**src/rtl/nn_inference_sequencer.sv**
```systemverilog
// Sequencer for one inference pass: input fill, ordered layer req/ack with a per-layer watchdog, output drain.
// Optional `NN_SEQ_PERF_EN adds the perf_cycles pass-length counter port.
module nn_inference_sequencer #(
  parameter int NUM_LAYERS = 2,
  parameter int IN_DEPTH   = 2,
  parameter int OUT_DEPTH  = 1,
  parameter int DATA_W     = 8,
  parameter int TIMEOUT    = 255,
  localparam int IAW = (IN_DEPTH > 1) ? $clog2(IN_DEPTH) : 1,
  localparam int OAW = (OUT_DEPTH > 1) ? $clog2(OUT_DEPTH) : 1,
  localparam int WW  = (TIMEOUT > 0) ? $clog2(TIMEOUT + 1) : 1
) (
  input  logic                  clk,
  input  logic                  rst,
  input  logic                  start,
  input  logic                  in_valid,
  input  logic [DATA_W-1:0]     in_data,
  output logic                  in_ready,
  output logic                  buf_we,
  output logic [IAW-1:0]        buf_addr,
  output logic [DATA_W-1:0]     buf_wdata,
  output logic [NUM_LAYERS-1:0] layer_req,
  input  logic [NUM_LAYERS-1:0] layer_ack,
  output logic [OAW-1:0]        res_addr,
  input  logic [DATA_W-1:0]     res_data,
  output logic                  out_valid,
  output logic [DATA_W-1:0]     out_data,
  input  logic                  out_ready,
  output logic                  busy,
  output logic                  done,
  output logic                  error,
  output logic [2:0]            layer_idx
`ifdef NN_SEQ_PERF_EN
  ,
  output logic [31:0]           perf_cycles
`endif
);

  typedef enum logic [2:0] {S_IDLE, S_FILL, S_RUN, S_WAIT, S_DRAIN, S_ERR} state_t;

  localparam logic [IAW-1:0] LAST_FILL  = IAW'(IN_DEPTH - 1);
  localparam logic [OAW-1:0] LAST_OUT   = OAW'(OUT_DEPTH - 1);
  localparam logic [2:0]     LAST_LAYER = 3'(NUM_LAYERS - 1);
  localparam logic [WW-1:0]  WAIT_MAX   = WW'(TIMEOUT);

  state_t                state_reg, state_next;
  logic [IAW-1:0]        fill_idx_reg;
  logic [WW-1:0]         wcnt_reg;
  logic [2:0]            layer_idx_reg;
  logic [OAW-1:0]        res_addr_reg;
  logic                  buf_we_reg, out_valid_reg, done_reg, error_reg;
  logic [IAW-1:0]        buf_addr_reg;
  logic [DATA_W-1:0]     buf_wdata_reg, out_data_reg;
  logic [NUM_LAYERS-1:0] ack_hit;
  logic                  ack_cur, req_on;

  assign req_on  = (state_reg == S_RUN) || (state_reg == S_WAIT) || (state_reg == S_DRAIN);
  assign ack_cur = |ack_hit;

  // Requests are cumulative up to the running layer; only the running layer's ack matters.
  genvar gi;
  generate
    for (gi = 0; gi < NUM_LAYERS; gi++) begin : g_layer
      assign layer_req[gi] = req_on && (3'(gi) <= layer_idx_reg);
      assign ack_hit[gi]   = layer_ack[gi] && (3'(gi) == layer_idx_reg);
    end
  endgenerate

  always_ff @(posedge clk or posedge rst) begin
    if (rst) state_reg <= S_IDLE;
    else     state_reg <= state_next;
  end

  always_comb begin
    state_next = state_reg;
    case (state_reg)
      S_IDLE:  if (start) state_next = S_FILL;
      S_FILL:  if (in_valid && (fill_idx_reg == LAST_FILL)) state_next = S_RUN;
      S_RUN:   state_next = S_WAIT;
      S_WAIT: begin
        if (ack_cur)                    state_next = (layer_idx_reg == LAST_LAYER) ? S_DRAIN : S_RUN;
        else if (wcnt_reg == WAIT_MAX)  state_next = S_ERR;
      end
      S_DRAIN: if (out_valid_reg && out_ready && (res_addr_reg == LAST_OUT)) state_next = S_IDLE;
      S_ERR:   if (start) state_next = S_IDLE;
      default: state_next = S_IDLE;
    endcase
  end

  always_ff @(posedge clk or posedge rst) begin
    if (rst) begin
      fill_idx_reg  <= '0;
      wcnt_reg      <= '0;
      layer_idx_reg <= '0;
      res_addr_reg  <= '0;
      buf_we_reg    <= 1'b0;
      buf_addr_reg  <= '0;
      buf_wdata_reg <= '0;
      out_valid_reg <= 1'b0;
      out_data_reg  <= '0;
      done_reg      <= 1'b0;
      error_reg     <= 1'b0;
    end else begin
      buf_we_reg <= 1'b0;
      done_reg   <= 1'b0;
      case (state_reg)
        S_IDLE: if (start) begin
          fill_idx_reg  <= '0;
          wcnt_reg      <= '0;
          layer_idx_reg <= '0;
          res_addr_reg  <= '0;
          error_reg     <= 1'b0;
        end
        S_FILL: if (in_valid) begin
          buf_we_reg    <= 1'b1;
          buf_addr_reg  <= fill_idx_reg;
          buf_wdata_reg <= in_data;
          fill_idx_reg  <= (fill_idx_reg == LAST_FILL) ? '0 : fill_idx_reg + IAW'(1);
        end
        S_RUN: wcnt_reg <= '0;
        S_WAIT: begin
          if (ack_cur) begin
            if (layer_idx_reg != LAST_LAYER) begin
              layer_idx_reg <= layer_idx_reg + 3'd1;
            end else begin
              // res_addr is still 0 here, so res_data already holds the first result.
              res_addr_reg  <= '0;
              out_data_reg  <= res_data;
              out_valid_reg <= 1'b1;
            end
          end else if (wcnt_reg == WAIT_MAX) begin
            error_reg <= 1'b1;
          end else begin
            wcnt_reg <= wcnt_reg + WW'(1);
          end
        end
        S_DRAIN: begin
          if (!out_valid_reg) begin
            out_valid_reg <= 1'b1;
            out_data_reg  <= res_data;
          end else if (out_ready) begin
            out_valid_reg <= 1'b0;
            if (res_addr_reg == LAST_OUT) done_reg <= 1'b1;
            else                          res_addr_reg <= res_addr_reg + OAW'(1);
          end
        end
        S_ERR: if (start) error_reg <= 1'b0;
        default: ;
      endcase
    end
  end

  assign in_ready  = (state_reg == S_FILL);
  assign busy      = (state_reg != S_IDLE);
  assign buf_we    = buf_we_reg;
  assign buf_addr  = buf_addr_reg;
  assign buf_wdata = buf_wdata_reg;
  assign res_addr  = res_addr_reg;
  assign out_valid = out_valid_reg;
  assign out_data  = out_data_reg;
  assign done      = done_reg;
  assign error     = error_reg;
  assign layer_idx = layer_idx_reg;

`ifdef NN_SEQ_PERF_EN
  logic [31:0] perf_reg;

  // Frozen in ERR and held in IDLE until the next start.
  always_ff @(posedge clk or posedge rst) begin
    if (rst)                                          perf_reg <= '0;
    else if ((state_reg == S_IDLE) && start)          perf_reg <= '0;
    else if ((state_reg != S_IDLE) && (state_reg != S_ERR)) perf_reg <= perf_reg + 32'd1;
  end

  assign perf_cycles = perf_reg;
`endif

endmodule
```
**config.mk**
```make
export PLATFORM = sky130hd
export DESIGN_NAME = nn_inference_sequencer
export DESIGN_NICKNAME = d
export VERILOG_FILES = /design/src/rtl/nn_inference_sequencer.sv
export SDC_FILE = /design/constraint.sdc
export NUM_CORES = 1
export LEC_CHECK = 0
export BUFFER_PORTS_ARGS = -buffer_cell sky130_fd_sc_hd__buf_2
export CORE_MARGIN = 3
export CORE_UTILIZATION = 35
export CTS_CLUSTER_SIZE = 40
export DETAILED_ROUTE_END_ITERATION = 12
export PLACE_DENSITY = 0.67
export REMOVE_ABC_BUFFERS = 1
export SLEW_MARGIN = 10
export SYNTH_ARGS = -nofsm -noshare
export SYNTH_HDL_FRONTEND = slang
export SYNTH_SLANG_ARGS = --single-unit
```
**constraint.sdc**
```tcl
create_clock -name clk -period 3.01 [get_ports clk]
set_input_delay 0.602 -clock clk [delete_from_list [all_inputs] [get_ports clk]]
set_output_delay 0.602 -clock clk [all_outputs]
set_load 0.02 [all_outputs]
```
After elaboration in Yosys (flattened, before gate mapping)
Cells that the tools add are included.
{"block": "classes", "reduce_logical": 29, "add_sub_neg": 4, "magnitude_cmp": 2, "n_mux": 43, "bitwise": 1, "n_eq_ne": 25}
{"op": "$mux 8", "count": 6}
{"op": "$mux 3", "count": 9}
{"op": "$pmux 8 s3", "count": 1}
{"op": "$mux 1", "count": 20}
{"op": "$ne 2x2->1 const B", "count": 10}
{"op": "$pmux 3 s6", "count": 1}
{"op": "$pmux 8 s2", "count": 1}
{"op": "$reduce_and 4->1", "count": 4}
{"op": "$ne 2x1->1 const B", "count": 5}
{"op": "$reduce_bool 3->1", "count": 3}
{"op": "$add 8x1->8 const B", "count": 1}
{"op": "$eq 8x8->1 const B", "count": 1}
{"op": "$reduce_bool 2->1", "count": 4}
{"op": "$logic_and 1x1->1", "count": 7}
{"op": "$eq 3x1->1 const B", "count": 2}
{"op": "$eq 3x2->1 const B", "count": 2}
{"op": "$eq 3x3->1 const B", "count": 2}
{"op": "$le 1x3->1 const A", "count": 2}
{"op": "$logic_not 3->1", "count": 2}
{"op": "$pmux 1 s2", "count": 3}
{"op": "$pmux 3 s2", "count": 1}
{"op": "$reduce_and 3->1", "count": 2}
{"op": "$reduce_and 6->1", "count": 1}
{"op": "$reduce_and 5->1", "count": 1}
{"op": "other kinds (10)", "count": 13}
{"block": "word_totals", "reg_bits": 37, "word_cells": 116, "input_bits": 23, "out_inout_bits": 29}

Depth between registers and ports, before layout
Gate-level depths: netlist of run 1.
{"block": "depth", "depth_word": 5, "ltp_mapped": 8, "depth_no_buf": 7}

Least setup slack after synthesis of run 1
OpenSTA, ideal clock, no wires.
{"block": "synth_timing", "kind": "reg-to-reg", "start": "register layer_idx_reg[0] (netlist: layer_idx[0])", "end": "register out_data_reg[0] (netlist: out_data[0])", "synth_period_minus_slack_ns": 2.032, "path_stages_with_launch": 9, "n_path_buf": 2, "arrival_ns": 1.907, "setup_ns": 0.125, "t_required_ns": 2.885, "slack_ns": 0.978, "cell_sequence": "dfrtp_1 inv_2 ha_1 nand2_1 a21o_1 clkbuf_1 o22a_1 buf_6 mux2_4"}
{"block": "synth_between", "elab_chain_cells": 5, "elab_cells_between_ends": 9, "classes_between": "eq/ne: 4; reduce/logical: 5"}
{"item": "start: declaration", "line_no": "49", "source": "logic [2:0] layer_idx_reg;"}
{"item": "start signal: assignment", "line_no": "124", "source": "layer_idx_reg <= layer_idx_reg + 3'd1;"}
{"item": "$eq 1x3->1 or $logic_not 3->1 (tied branches)", "line_no": "65", "source": "assign ack_hit[gi] = layer_ack[gi] && (3'(gi) == layer_idx_reg);"}
{"item": "$logic_and 1x1->1", "line_no": "65"}
{"item": "$reduce_or 2->1", "line_no": "58", "source": "assign ack_cur = |ack_hit;"}
{"item": "$ne 2x2->1 (no line)"}
{"item": "$reduce_and 4->1 (no line) *"}
{"item": "end signal: assignment", "line_no": "128", "source": "out_data_reg <= res_data;"}
{"item": "end signal: assignment", "line_no": "140", "source": "out_data_reg <= res_data;"}
{"item": "end: declaration", "line_no": "53", "source": "logic [DATA_W-1:0] buf_wdata_reg, out_data_reg;"}
Every way passes the cells marked *; elsewhere a longest branch is shown, timed or not.
A chain may end at the register's enable or synchronous reset.

Final worst setup path of run 1
{"block": "layout_timing", "start": "register state_reg[0]", "end": "output layer_req[0]"}
{"block": "layout_between", "elab_chain_cells": 4, "elab_cells_between_ends": 6, "classes_between": "eq/ne: 3; reduce/logical: 3"}
{"item": "start: declaration", "line_no": "46", "source": "state_t state_reg, state_next;"}
{"item": "start signal: assignment", "line_no": "71", "source": "else state_reg <= state_next;"}
{"item": "$eq 3x2->1", "line_no": "57", "source": "assign req_on = (state_reg == S_RUN) || (state_reg == S_WAIT) || (state_reg == S_DRAIN);"}
{"item": "$logic_or 1x1->1", "line_no": "57"}
{"item": "$logic_or 1x1->1 *", "line_no": "57"}
{"item": "$logic_and 1x1->1 *", "line_no": "64", "source": "assign layer_req[gi] = req_on && (3'(gi) <= layer_idx_reg);"}
{"item": "end: declaration", "line_no": "22", "source": "output logic [NUM_LAYERS-1:0] layer_req,"}
Marks and branches as above.

==> summary.md, run 1 <==
| Metric | Value |
|---|---|
| H-tree depth | `2` |
| CTS Buf Count | `5` |
| Post-synth top flop | `dfrtp_1` |
| Hold slack | `0.4082 ns` |
| Initial antenna violation count | `0` |
| DP Worst Slack | `0.7740 ns` |
| Fin crit share | `78.23%` |
| Min setup slack post-route | `0.6553 ns` |
| Syn Area/Cell | `10.29 um^2` |
| Row Count | `25` |
| Hold-fix buffers at CTS | `0` |
| Area grow syn2layout | `21.43%` |
| Routed via count | `1,481` |
| Post-synth EDFFs | `0` |
| I/O pin total | `52` |
| Yosys reg bits | `36` |
| Post-CTS Setup Inserts | `0` |
| Longest Clk Path Bufs | `2` |
| CORE AREA | `4880 um^2` |
| Slowest CP cell | `dfrtp_1` |
| Area leader, netlist | `dfrtp_1` |
| Vias in the first global route | `1,398` |
| GR Overflow Total | `0` |
| Status | `finished, final reports clean` |
| Setup tns final | `0 ns` |
| Main area contributors after synthesis | `dfrtp_1 49%, mux2_4 6.6%, mux2_2 4.9%` |
| Die X | `78.15 um` |
| Detail Placement HPWL | `2703 um` |
| Layout Cell Area excl Fill | `2212 um^2` |
| Die area | `6107 um^2` |
| Hold Crit Class | `in -> async` |
| GR Util All Layers | `13.15%` |
| Starting density of the core | `37.33%` |
| Share of cells above drive strength 1 | `33.63%` |
| Worst slew pin tran | `0.6845 ns` |
| Ys async rst share | `100.0%` |
| CTS tree | `done` |
| Synth top area share | `49.45%` |
| Max IR drop VDD | `0.4306 mV` |
| Data arrival, critical path | `1.75 ns` |
| DR DRC count | `0` |
| Post-layout min period | `2.355 ns` |
| Worst skew pair latency | `0.29 ns` |
| Pin count of the biggest net entering global routing | `37` |
| Post-DRT Antenna Nets | `0` |
| Final setup vio count | `0` |
| Sequential cell area fraction in the yosys report | `49.45%` |
| RSZ-0062 raised after global routing | `no` |
| Setup CP Type | `reg -> out` |
| CP most frequent cell | `nand2_1` |
| Final Wtd Congestion | `0.8353` |
| Critical Path Max Stage Delay | `0.64 ns` |
| Final slew viol count | `0` |
| Unique cell type count in the Yosys netlist | `39` |
| Leak Pwr | `1.106 nW` |
| Post-cts resize count | `0` |
| Clock Sinks | `36` |
| Post-DR vias/cell | `5.055` |
| Port bufs | `50` |
| Fill cell count | `485` |
| CP Capture Type | `output pin` |
| WP data required | `2.41 ns` |
| Antenna fix cells | `0` |
| Mapped Cells | `177` |
| Maxcap violations | `0` |
| Iteration-0 DRC Markers | `101` |
| Yosys Warn Count | `0` |
| Clk slew on worst S/H paths | `0.08 ns` |
| Wirelength per Cell | `12.94 um` |
| WP buf/inv | `1` |
| CP delay by family, top | `flip-flops` |
| Routed WL | `3791 um` |
| Placed Area | `2116 um^2` |
| CP cell instances | `nor2_1, nand2_1, nand2_1, o31a_1, a21o_1, buf_2` |
| Worst Path Max Fanout | `16` |
| Mapped Area | `1822 um^2` |
| Root Buffer | `clkbuf_8` |
| First-pass GRT wire length | `6361 um` |
| Die Ht | `78.15 um` |
| Fmax | `0.4247 GHz` |
| Worst Skew | `0.01204 ns` |
| Final Net Count | `252` |
| Pre-antenna DRT Iters | `4` |
| PD cells | `1029 nW/um^2` |
| Slew HR | `54.20%` |
| Final Hold Fails | `0` |
| Startpoint Class | `flip-flop` |
power breakdown:
group          total, W  switching (W)  internal [W]  leakage, nW
registers      0.000836       0.000171      0.000665        0.450
logic           0.00108       0.000622      0.000453        0.606
clock network  0.000366       0.000162      0.000204       0.0503
total           0.00228       0.000955       0.00132         1.11
cell families after synthesis:
kind of cell    synth area share (%)
other cells                   0.2058
compound gates                 16.62
mux                            12.09
buf+inv                        4.259
simple gates                   14.84
flops                          49.45
fa+ha+maj                      2.061
xor+xnor                      0.4809
placed cells by master (no fill, tap or decap), types with 2 or more instances in the layout:
cell	Yosys	final
o22ai_1	2	2
nand3_1	5	5
clkbuf_8	0	7
mux2_4	8	8
a21oi_1	10	10
nand2_1	14	14
o31ai_1	3	3
o21ai_0	15	15
dfrtp_1	36	36
ha_1	3	3
o31a_1	3	3
nor2_1	13	13
a21o_1	5	5
nand4_1	2	2
nor3_1	4	4
and2_1	2	2
and3_1	4	4
a31oi_1	6	6
buf_2	2	50
or4_1	2	2
inv_1	7	7
nand2b_1	3	3
mux2_2	8	8
Yosys cell counts (2+ instances only):
library cell,count
a21o_1,5
buf_2,2
o31a_1,3
o31ai_1,3
nor3_1,4
clkbuf_1,3
nand4_1,2
nor2_1,13
or4_1,2
nand2b_1,3
and3_1,4
and2_1,2
o22ai_1,2
nand3_1,5
a31oi_1,6
nand2_1,14
mux2_4,8
o21ai_0,15
inv_1,7
ha_1,3
a21oi_1,10
dfrtp_1,36
buf_1,2
mux2_2,8
routing by layer:
layer  global-route usage, %  up-vias  routed length [um]
met5                       0        -                   0
met4                   5.070        0                  49
met3                   4.014        4                 298
met2                   19.52       70                1523
met1                   17.96      672                1919
li1                        -      735                   -
through the flow:
stage | std cells | util [%] | power (W)
after global placement | 286 | 43.36 | 0.001909
final | 293 | 45.33 | 0.002277
after CTS | 293 | 45.33 | 0.002302
after global routing | 293 | 45.33 | 0.002447
after floorplan | 168 | - | 0.001593
after detailed placement | 286 | 43.36 | 0.001919
area by class of cell:
class / instances / area [um^2] / area share [%]
Tap cell: 67 / 83.83 / 3.790
Sequential cell: 36 / 900.9 / 40.72
Multi-Input combinational cell: 124 / 843.3 / 38.12
Clock buffer: 7 / 96.34 / 4.355
Inverter: 8 / 30.03 / 1.357
Timing Repair Buffer: 51 / 257.7 / 11.65
worst reg2reg max path: cells and delay by family (launching register included):
kind / cells / cell delay, ns
and+or+nand+nor: 1 / 0.14
AOI/OAI and AO/OA: 2 / 0.86
DFF: 1 / 0.48
buffers and inverters: 1 / 0.08
muxes: 1 / 0.35
adders and majority gates: 1 / 0.22
path summary, 6_finish.rpt:
path,from,endpoint,slack [ns],cells after the start
worst max-delay path,state_reg[0]$_DFFE_PP0P_,layer_req[0],0.66,6
worst min-delay path,rst,state_reg[2]$_DFFE_PP0P_,0.41,3
worst max register to register,layer_idx[0]$_DFFE_PP0P_,out_data[1]$_DFFE_PP0P_,0.75,6
worst min register to register,buf_wdata[3]$_DFFE_PP0P_,buf_wdata[3]$_DFFE_PP0P_,0.50,1
max in group asynchronous,rst,buf_wdata[2]$_DFFE_PP0P_,2.28,3
min in group clk,buf_wdata[3]$_DFFE_PP0P_,buf_wdata[3]$_DFFE_PP0P_,0.50,1
(Power assumes the default switching activity.)
==> run 2, diff against run 1 <==
--- a/config.mk
+++ b/config.mk
@@ -10,7 +10,7 @@
 export CORE_UTILIZATION = 35
 export CTS_CLUSTER_SIZE = 40
 export DETAILED_ROUTE_END_ITERATION = 12
-export PLACE_DENSITY = 0.67
+export PLACE_DENSITY = 0.69
 export REMOVE_ABC_BUFFERS = 1
 export SLEW_MARGIN = 10
 export SYNTH_ARGS = -nofsm -noshare
==> constraint.sdc (replaced) <==
create_clock -name clk -period 2 [get_ports clk]
set_input_delay 0.4 -clock clk [delete_from_list [all_inputs] [get_ports clk]]
set_output_delay 0.4 -clock clk [all_outputs]
set_load 0.02 [all_outputs]
==> summary.md, run 2 (synthesis gave the netlist of run 1 again) <==
| Metric | Value |
|---|---|
| Status | `finished, final reports clean` |
| GR Overflow Total | `0` |
| Placed Area | `2196 um^2` |
| Fin crit share | `94.54%` |
| Final design utilization | `47.87%` |
| Final setup vio count | `0` |
| PD cells | `1560 nW/um^2` |
| Hold Crit Class | `in -> async` |
| GR Util All Layers | `14.02%` |
| Area grow syn2layout | `28.23%` |
| Setup CP Type | `reg -> out` |
| Commonest non-fill, non-tap cell in the layout | `buf_2` |
| Antenna fix cells | `0` |
| Longest Clk Path Bufs | `2` |
| CP Capture Type | `output pin` |
| Critical Path Max Stage Delay | `0.39 ns` |
| Maxcap violations | `0` |
| Clk slew on worst S/H paths | `0.08 ns` |
| Fraction of power spent switching nets | `41.76%` |
| CTS tree | `done` |
| Hold-fix buffers at CTS | `0` |
| Slowest CP cell | `dfrtp_1` |
| Gate power share | `53.4%` |
| Die Ht | `78.15 um` |
| Wirelength per Cell | `13.30 um` |
| Data arrival, critical path | `1.49 ns` |
| H-tree depth | `2` |
| Clock power frac | `15.0%` |
| Share of cells above drive strength 1 | `38.49%` |
| Starting density of the core | `37.33%` |
| CORE AREA | `4880 um^2` |
| CTS Buf Count | `5` |
| Detail Placement HPWL | `2982 um` |
| Port bufs | `50` |
| Root Buffer | `clkbuf_8` |
| Routed via count | `1,527` |
| CP cell instances | `buf_4, nand2b_1, nand2_2, o31a_1, a21o_1, buf_6` |
| Post-layout min period | `1.891 ns` |
| WP buf/inv | `2` |
| Die X | `78.15 um` |
| Worst slew pin tran | `0.6545 ns` |
| Fmax | `0.5289 GHz` |
| Final Net Count | `264` |
| Routed WL | `4070 um` |
| Final slew viol count | `0` |
| Max IR drop VDD | `0.5781 mV` |
| Initial antenna violation count | `0` |
| Post-DRT Antenna Nets | `0` |
| WP data required | `1.60 ns` |
| Internal power | `0.002123 W` |
| Sw Pwr | `0.001522 W` |
| Startpoint Class | `flip-flop` |
| DR DRC count | `0` |
| I/O pin total | `52` |
| Row Count | `25` |
| Seq pwr share | `31.6%` |
| Final Hold Fails | `0` |
| Vias in the first global route | `1,466` |
| Worst Skew | `0.01037 ns` |
| Pin count of the biggest net entering global routing | `21` |
| Layout Cell Area excl Fill | `2336 um^2` |
| Post-DR vias/cell | `4.990` |
| Most frequent cells in the layout | `49 x buf_2, 36 x dfrtp_1, 15 x o21ai_0, 12 x nand2_1, 12 x nor2_1` |
| Hold slack | `0.1834 ns` |
| Slew HR | `56.32%` |
| Final Wtd Congestion | `0.8624` |
| Iteration-0 DRC Markers | `70` |
| First-pass GRT wire length | `6817 um` |
| Worst Path Max Fanout | `12` |
| CP delay by family, top | `flip-flops` |
| Leak Pwr | `1.169 nW` |
| Setup tns final | `0 ns` |
| Clock Sinks | `36` |
| Pre-antenna DRT Iters | `4` |
| Worst skew pair latency | `0.29 ns` |
| DP Worst Slack | `0.06236 ns` |
| Min setup slack post-route | `0.1091 ns` |
| Die area | `6107 um^2` |
run 2: cell types whose count changed in the layout (fill, tap and decap cells not counted), moves of 2 or more:
cell and change:
nand2_2 +2, buf_6 +2, buf_4 +10, nand2_1 -2
run 2: final timing paths:
kind                                          startpoint                        to  slack [ns]  cells after the start
worst max register to register  state_reg[0]$_DFFE_PP0P_   out_data[7]$_DFFE_PP0P_        0.12                      5
min in group clk                              in_data[2]  buf_wdata[2]$_DFFE_PP0P_        0.34                      2
worst min-delay path                                 rst     out_valid$_DFFE_PP0P_        0.18                      2
worst max-delay path            state_reg[2]$_DFFE_PP0P_              layer_req[0]        0.11                      6
worst min register to register  buf_wdata[5]$_DFFE_PP0P_  buf_wdata[5]$_DFFE_PP0P_        0.50                      1
max in group asynchronous                            rst  fill_idx_reg$_DFFE_PP0P_        1.28                      3
run 2: what timing repair did:
action	in CTS	in global routing
pin swaps	0	1
setup endpoints to repair	2	10
setup buffers	3	0
gates resized for setup	1	7
run 2: final cells by class:
class | instances | area, um^2
well taps | 67 | 83.83
flip-flops and latches | 36 | 900.9
fillers | 471 | 2544
inverters | 8 | 30.03
clock buffers | 7 | 86.33
repair buffers | 63 | 370.4
clock inverters | 1 | 7.507
multi-input cells | 124 | 857.1
run 2: metal layers:
layer	vias to the layer above	wire, um	global-route usage (%)
met3	7	350	3.096
met2	69	1700	20.29
met5	-	0	0
met1	697	1949	20.16
met4	0	70	5.769
li1	754	-	-
run 2: worst reg2reg max path, stage by stage (launching register included):
cell      delay [ns]
dfrtp_1         0.36
buf_4           0.12
nand3b_4        0.12
or4_1           0.47
o22a_2          0.36
mux2_4          0.33
run 2: power by group through the flow:
stage / logic [W] / registers, W / clock network (W)
floorplan: 0.000890 / 0.00151 / 0
global placement: 0.00184 / 0.00116 / 0
detailed placement: 0.00186 / 0.00117 / 0
CTS: 0.00191 / 0.00115 / 0.000565
global route: 0.00214 / 0.00119 / 0.000589
finish: 0.00195 / 0.00115 / 0.000547
run 2: per-stage QoR:
stage / total power, W / std cells
final: 0.003645 / 306
after global routing: 0.003916 / 306
after CTS: 0.003626 / 306
after detailed placement: 0.003032 / 295
after global placement: 0.003001 / 295
after floorplan: 0.002397 / 168
